$ cat src/rtl/regfile_writeback_queue.sv
// regfile_writeback_queue: FIFO of pending register write-backs draining onto the
// register file write port, with two newest-wins forwarding lookups.
module regfile_writeback_queue #(
  parameter int DEPTH = 4,
  parameter int PTR_W = 2
) (
  input  logic             clk,
  input  logic             rst_n,
  input  logic             in_valid,
  output logic             in_ready,
  input  logic [4:0]       in_reg,
  input  logic [31:0]      in_data,
  input  logic             drain_en,
  output logic             RegWrite,
  output logic [4:0]       WriteReg,
  output logic [31:0]      WriteData,
  input  logic [4:0]       fwd_addr1,
  input  logic [4:0]       fwd_addr2,
  output logic             fwd_hit1,
  output logic             fwd_hit2,
  output logic [31:0]      fwd_data1,
  output logic [31:0]      fwd_data2,
  output logic [PTR_W:0]   count
);
  logic [4:0]       regs [DEPTH];
  logic [31:0]      data [DEPTH];
  logic [DEPTH-1:0] valid;
  logic [PTR_W-1:0] rd_ptr, wr_ptr, idx;
  logic             push, pop, empty;
  assign empty     = count == '0;
  assign in_ready  = count != (PTR_W+1)'(DEPTH);
  assign push      = in_valid && in_ready && in_reg != 5'd0;
  assign pop       = drain_en && !empty;
  assign RegWrite  = pop;
  assign WriteReg  = empty ? 5'd0 : regs[rd_ptr];
  assign WriteData = empty ? 32'd0 : data[rd_ptr];
  always_ff @(posedge clk or negedge rst_n) begin
    if (!rst_n) begin
      rd_ptr <= '0;
      wr_ptr <= '0;
      count  <= '0;
      valid  <= '0;
    end else begin
      if (pop) begin
        rd_ptr        <= rd_ptr + 1'b1;
        valid[rd_ptr] <= 1'b0;
      end
      if (push) begin
        wr_ptr        <= wr_ptr + 1'b1;
        valid[wr_ptr] <= 1'b1;
      end
      count <= (push && !pop) ? count + 1'b1 : (!push && pop) ? count - 1'b1 : count;
    end
  end
  always_ff @(posedge clk) begin
    if (push) begin
      regs[wr_ptr] <= in_reg;
      data[wr_ptr] <= in_data;
    end
  end
  // Walk oldest to newest so the newest matching entry overwrites earlier hits.
  always_comb begin
    fwd_hit1  = 1'b0;
    fwd_hit2  = 1'b0;
    fwd_data1 = '0;
    fwd_data2 = '0;
    idx       = rd_ptr;
    for (int i = 0; i < DEPTH; i++) begin
      idx = rd_ptr + PTR_W'(i);
      if (valid[idx] && fwd_addr1 != 5'd0 && regs[idx] == fwd_addr1) begin
        fwd_hit1  = 1'b1;
        fwd_data1 = data[idx];
      end
      if (valid[idx] && fwd_addr2 != 5'd0 && regs[idx] == fwd_addr2) begin
        fwd_hit2  = 1'b1;
        fwd_data2 = data[idx];
      end
    end
  end
endmodule

$ cat config.mk
export PLATFORM = sky130hd
export DESIGN_NAME = regfile_writeback_queue
export DESIGN_NICKNAME = d
export VERILOG_FILES = /design/src/rtl/regfile_writeback_queue.sv
export SDC_FILE = /design/constraint.sdc
export NUM_CORES = 1
export LEC_CHECK = 0
export BUFFER_PORTS_ARGS = -buffer_cell sky130_fd_sc_hd__clkbuf_2
export CAP_MARGIN = 25
export CORE_ASPECT_RATIO = 1.4
export CORE_UTILIZATION = 50
export DETAILED_ROUTE_END_ITERATION = 10
export PLACE_DENSITY = 0.71
export SLEW_MARGIN = 20
export SYNTH_ARGS = -nofsm -noshare
export SYNTH_HDL_FRONTEND = slang
export SYNTH_SLANG_ARGS = --single-unit
export TNS_END_PERCENT = 100
$ cat constraint.sdc
create_clock -name clk -period 15.3 [get_ports clk]
set_clock_uncertainty 0.05 [all_clocks]
set_input_delay 3.825 -clock clk [delete_from_list [all_inputs] [get_ports clk]]
set_output_delay 3.825 -clock clk [all_outputs]
set_load 0.1 [all_outputs]
==> out/metrics.yaml, run 1 <==
detailed_routing:
  wl_per_cell_um: 24.2
  ant_nets: 0
  firstDrtPassIters: 7
  viasPerCell: 6.78
  wl_mm: 32.9
  drcViolationCount: 0
  dr.first_iter.drc_count: 793
  vias: 9223
place:
  port_buffers: 158
  globalplace.congestion: 0.848
  dp_cells: 1324
  hpwl_mm: 21.1
synth:
  syn_area_per_cell_um2: 13.0
  synth_top_family_by_area: "multiplexers"
  synth_adder_area_share_pct: 1.08
  syn_area_um2: 12300
  synth_compound_area_share_pct: 9.27
  seq_area_frac_synth_pct: 38.5
  syn_nets: 1002
  synth_top_area_share_pct: 36.3
  yosys.area.top_type: "edfxtp_1"
  syn_inst: 941
  synth_area_leaders: "edfxtp_1 (36%), mux4_2 (28%), a311oi_2 (3.3%), nand2_1 (2.9%), mux2i_1 (2.8%)"
  muxShareOfSynthArea_pct: 30.8
  yosys.area_share.simple_pct: 12.7
  ys_seq_elements: 159
  synth_warnings: 0
  synth_xor_area_share_pct: 3.13
  synth_cell_types: 49
worst_setup_path:
  worst_setup_path_end_kind: "primary output"
  critPathArrivalTime_ps: 7340
  cp_max_fo: 35
  crit_start: "fwd_addr2[1]"
  r2r_slack_ps: 12170
  cp.required_ps: 11430
  rr_startpoint: "rd_ptr[0]"
  start_kind: "primary input"
  r2r_end: "valid[1]"
  critPathKind: "in2out"
  reg2regPathDepth: 6
final_layout:
  drive_above_1_share_pct: 40.0
  stdcell_count: 1360
  syn_to_final_growth_pct: 12.3
  register_area_um2: 4730
  fill_cells: 1986
  multi_input_area_um2: 7060
  final_util_pct: 57.4
  final_nets: 1096
clock_tree:
  htree_levels: 4
  cts_tree: "done"
  clk_latency_ps: 440
  cts.sinks: 159
  clk_pin_slew_ps: 70
  cts_buffers: 17
  cts_setup_buffers: 0
  cts_buffer_depth: 2
  cts_root_buf: "clkbuf_16"
  cts_resized: 0
  hold_buffers: 0
grt:
  grt_pass1_wl_mm: 50.7
  grt_max_degree: 62
  grtUsageTotal_pct: 26.7
  antenna_found_initial: 1
  grt_overflow: 0
  grt_pass1_vias: 9012
floorplan:
  ios: 159
  fp.coreArea_um2: 24000
  initial_core_util_pct: 51.1
  row_count: 67
  die_h_um: 187
  dieArea_um2: 25200
  die_w_um: 134
timing:
  tns_ps: 0
  layout_min_cycle_time_ps: 11220
  setup_viol: 0
  hold_viol: 0
  slew-limit-headroom_pct: 29.2
  grt_setup_unrepaired: "false"
  fmax_ghz: 0.0891
  tightest_slew_ps: 1060
  drv_slew: 0
  fin_crit_sh_pct: 73.3
hold_path:
  holdPathEnd: "count[2]"
  min_from: "count[2]"
  whs_path_depth: 1
  hp-class: "reg2reg"
run:
  maxCapViolCount: 0
outcome:
  outcome: "finished clean"
cell type report:
cell class              count  area share, %
flip-flops and latches    159           34.3
well taps                 310           2.82
clock buffers              20           3.24
inverters                   7          0.191
diodes                      2         0.0363
repair buffers            179           7.09
multi-input cells         671           51.3
clock inverters            12          0.999
worst max path at each step:
stage	end	cells past startpoint	slack, ps
6_report	fwd_data2[6]	8	4080
5_1_grt	fwd_data2[6]	8	3930
3_5_place_dp	fwd_data2[31]	9	3880
3_3_place_gp	fwd_data2[31]	9	3930
4_1_cts	fwd_data2[31]	9	3890
2_1_floorplan	fwd_data2[24]	8	4030
worst max-delay path: stages:
cell	delay, ps
clkbuf_2	180
nor3_1	260
nand2_2	550
nand3_1	310
or2_2	840
a311oi_2	210
o31ai_1	560
clkbuf_2	560
through the flow:
stage | area [um^2] | worst slack [ps] | hold WS (ps)
detailed placement | 13100 | 3880 | 481
floorplan | 12300 | 4030 | 445
global route | 13800 | 3930 | 519
finish | 13800 | 4080 | 497
CTS | 13700 | 3890 | 500
global placement | 13100 | 3930 | 468
cell usage after synthesis (all sizes together):
cell type,n
nand2,96
a31oi,2
and3,32
dfrtp,11
mux2,1
o31ai,31
xor2,4
buf,52
mux2i,34
nand3b,3
xnor2,39
edfxtp,148
nor3b,2
nor3,9
and4,1
a211oi,8
inv,7
a21o,4
nand3,14
or3,1
o221ai,25
or2,4
mux4,152
clkbuf,52
and2,4
a21oi,3
ha,9
nor2b,37
fa,1
or4,1
nor4,1
a311oi,30
o22ai,1
o211ai,6
o21ai,3
nand4,37
nor2,76
registers in the layout, indices dropped and copies added, names as in the netlist:
signal	cells
count	3
rd_ptr	2
data	128
valid	4
wr_ptr	2
regs	20
placed cells by master (no fill, tap or decap), types with 4 or more instances in the layout:
master,Yosys,final
nor2_1,75,72
dfrtp_1,11,9
o31ai_1,31,31
clkinvlp_4,0,4
nand3_1,14,14
and3_1,32,32
ha_1,9,8
o221ai_1,20,20
buf_4,10,19
o211ai_2,5,4
nor3_1,8,7
xnor2_1,38,36
clkbuf_16,0,17
o221ai_2,5,5
clkbuf_2,0,158
nand4_1,36,36
and2_2,0,4
edfxtp_1,148,148
nand2_1,96,95
a21o_1,4,4
a211oi_1,7,7
nor2_4,1,4
inv_1,7,7
nor2b_1,37,37
xor2_1,4,4
mux4_2,152,152
a311oi_2,27,27
mux2i_1,34,34
cells by family after synthesis:
| logic type | after synthesis |
|---|---|
| flops | 159 |
| fa+ha+maj | 10 |
| buf+inv | 111 |
| xor+xnor | 43 |
| mux | 187 |
| compound gates | 113 |
| simple gates | 318 |
routing by layer:
metal / up-vias / routed length (um) / GRT usage, %
met4: 0 / 1130 / 12.9
met2: 433 / 17200 / 45.3
met5: - / 0 / 0
li1: 4001 / - / -
met3: 66 / 2360 / 4.23
met1: 4723 / 12100 / 33.3
Power of run 1 is left out: the tool's default activity adds up to more than one toggle a clock period on the data nets, which glitch-free logic cannot reach.
==> run 2, diff against run 1 <==
==> constraint.sdc (replaced) <==
create_clock -name clk -period 11.5 [get_ports clk]
set_clock_uncertainty 0.05 [all_clocks]
set_input_delay 2.875 -clock clk [delete_from_list [all_inputs] [get_ports clk]]
set_output_delay 2.875 -clock clk [all_outputs]
set_load 0.1 [all_outputs]
==> out/metrics.yaml, run 2 (same netlist as run 1, synthesis figures left out) <==
grt:
  grt_max_degree: 156  # was 62
  antenna_found_initial: 0  # was 1
  grt_pass1_wl_mm: 52.1  # was 50.7 mm
  grt_pass1_vias: 9386  # was 9012
  grt_overflow: 0  # unchanged
  grtUsageTotal_pct: 27.6  # was 26.7%
worst_setup_path:
  slowest_stage: "nand2_2"  # was or2_2
  slowest_delay_ps: 650  # was 840 ps
  rr_startpoint: "count[0]"  # was rd_ptr[0]
  crit_top_cell: "clkbuf_2"  # unchanged
  cp_max_fo: 35  # unchanged
  critPathArrivalTime_ps: 6300  # was 7340 ps
  worst_setup_path_end_kind: "primary output"  # unchanged
  crit_chain: "clkbuf_2 > nor3_1 > nand2_2 > nand3_1 > nor2_4 > buf_4 > nor2_1 > a211oi_1 > clkbuf_2"  # was clkbuf_2 > nor3_1 > nand2_2 > nand3_1 > or2_2 > a311oi_2 > o31ai_1 > clkbuf_2
  critPathKind: "in2out"  # unchanged
  cp.required_ps: 8580  # was 11430 ps
  crit_start: "fwd_addr2[1]"  # unchanged
  start_kind: "primary input"  # unchanged
clock_tree:
  htree_levels: 4  # unchanged
  clk_pin_slew_ps: 60  # was 70 ps
  cts_tree: "done"  # unchanged
  cts_root_buf: "clkbuf_16"  # unchanged
  cts.sinks: 159  # unchanged
  cts_buffer_depth: 2  # unchanged
  cts_buffers: 17  # unchanged
  clk_latency_ps: 440  # about the same
  hold_buffers: 0  # unchanged
  cts_setup_buffers: 0  # unchanged
  cts_resized: 0  # unchanged
floorplan:
  ios: 159  # unchanged
  fp.coreArea_um2: 24000  # unchanged
  initial_core_util_pct: 51.1  # unchanged
  die_w_um: 134  # unchanged
  row_count: 67  # unchanged
  die_h_um: 187  # unchanged
  dieArea_um2: 25200  # unchanged
timing:
  grt_setup_unrepaired: "false"  # unchanged
  hold_viol: 0  # unchanged
  tns_ps: 0  # unchanged
  fmax_ghz: 0.108
  setup_viol: 0  # unchanged
  slew-limit-headroom_pct: 26.3  # was 29.2%
  drv_slew: 0  # unchanged
  layout_min_cycle_time_ps: 9230
  fin_crit_sh_pct: 80.2
  tightest_slew_ps: 1100  # was 1060 ps
detailed_routing:
  wl_mm: 33.9  # was 32.9 mm
  firstDrtPassIters: 5  # was 7
  drcViolationCount: 0  # unchanged
  ant_nets: 0  # unchanged
  wl_per_cell_um: 25.0  # was 24.2 um
  dr.first_iter.drc_count: 893  # was 793
  viasPerCell: 6.94  # was 6.78
  vias: 9418  # was 9223
final_layout:
  regMostFlops: "data"  # unchanged
  reg_top3: "data: 128 flops, regs: 20 flops, valid: 4 flops"  # unchanged
  syn_to_final_growth_pct: 13.0  # was 12.3%
  final_nets: 1096  # unchanged
  final_common_cell: "clkbuf_2"  # unchanged
  final_cell_mix: "clkbuf_2 (158), mux4_2 (152), edfxtp_1 (148)"  # unchanged
  drive_above_1_share_pct: 40.0  # about the same
  largest_reg_flops: 128  # unchanged
  antenna_cells: 0  # was 2
run:
  maxCapViolCount: 0  # unchanged
outcome:
  outcome: "finished clean"  # unchanged
place:
  port_buffers: 158  # unchanged
  globalplace.congestion: 0.861  # was 0.848
  hpwl_mm: 21.7  # was 21.1 mm
hold_path:
  hp-class: "reg2reg"  # unchanged
  min_from: "count[2]"  # unchanged
run 2: cell count changes in the layout (fill, tap and decap cells not counted), moves of 2 or more:
cell and delta:
bufinv_16 +2, diode_2 -2, clkinvlp_4 -2, buf_16 +2
buf_4 -3
run 2: final cells by class:
| cell class | count | area, um^2 |
|---|---|---|
| clock buffers | 18 | 429 |
| clock inverters | 13 | 188 |
| inverters | 7 | 26.3 |
| flip-flops and latches | 159 | 4730 |
| multi-input cells | 671 | 7060 |
| repair buffers | 179 | 1030 |
| well taps | 310 | 388 |
| fillers | 1947 | 10100 |
run 2: per-layer routing:
metal,GRT usage [%],part of all wire [%],vias to the layer above
li1,-,-,3992
met1,33.4,35,4768
met2,46.7,52,561
met3,5.12,8.4,97
met4,15.0,4.3,0
met5,0,0,-
run 2: final timing paths:
kind	end	slack, ps	cells after the start
max reg2reg	data[2][16]	8890	6
min in group asynchronous	count[1]	2260	1
min	count[2]	490	1
min reg2reg	count[2]	490	1
max	fwd_data2[31]	2270	9
max in group asynchronous	rd_ptr[0]	8870	1
run 2: through the flow:
| step | util (%) | hold WS (ps) | instances | setup slack (ps) | area (um^2) |
|---|---|---|---|---|---|
| 6_report | 57.8 | 493 | 1357 | 2270 | 13900 |
| 2_1_floorplan | - | 445 | 941 | 2130 | 12300 |
| 3_5_place_dp | 55.0 | 487 | 1324 | 2350 | 13200 |
| 5_1_grt | 57.8 | 503 | 1357 | 2170 | 13900 |
| 3_3_place_gp | 54.8 | 468 | 1322 | 2260 | 13100 |
| 4_1_cts | 57.5 | 498 | 1355 | 2360 | 13800 |
run 2: critical path: cells and delay by family:
family,cells,cell delay (ps)
and+or+nand+nor,5,1730
buffers and inverters,3,1170
AOI/OAI and AO/OA,1,460
Power of run 2 is left out for the same reason.
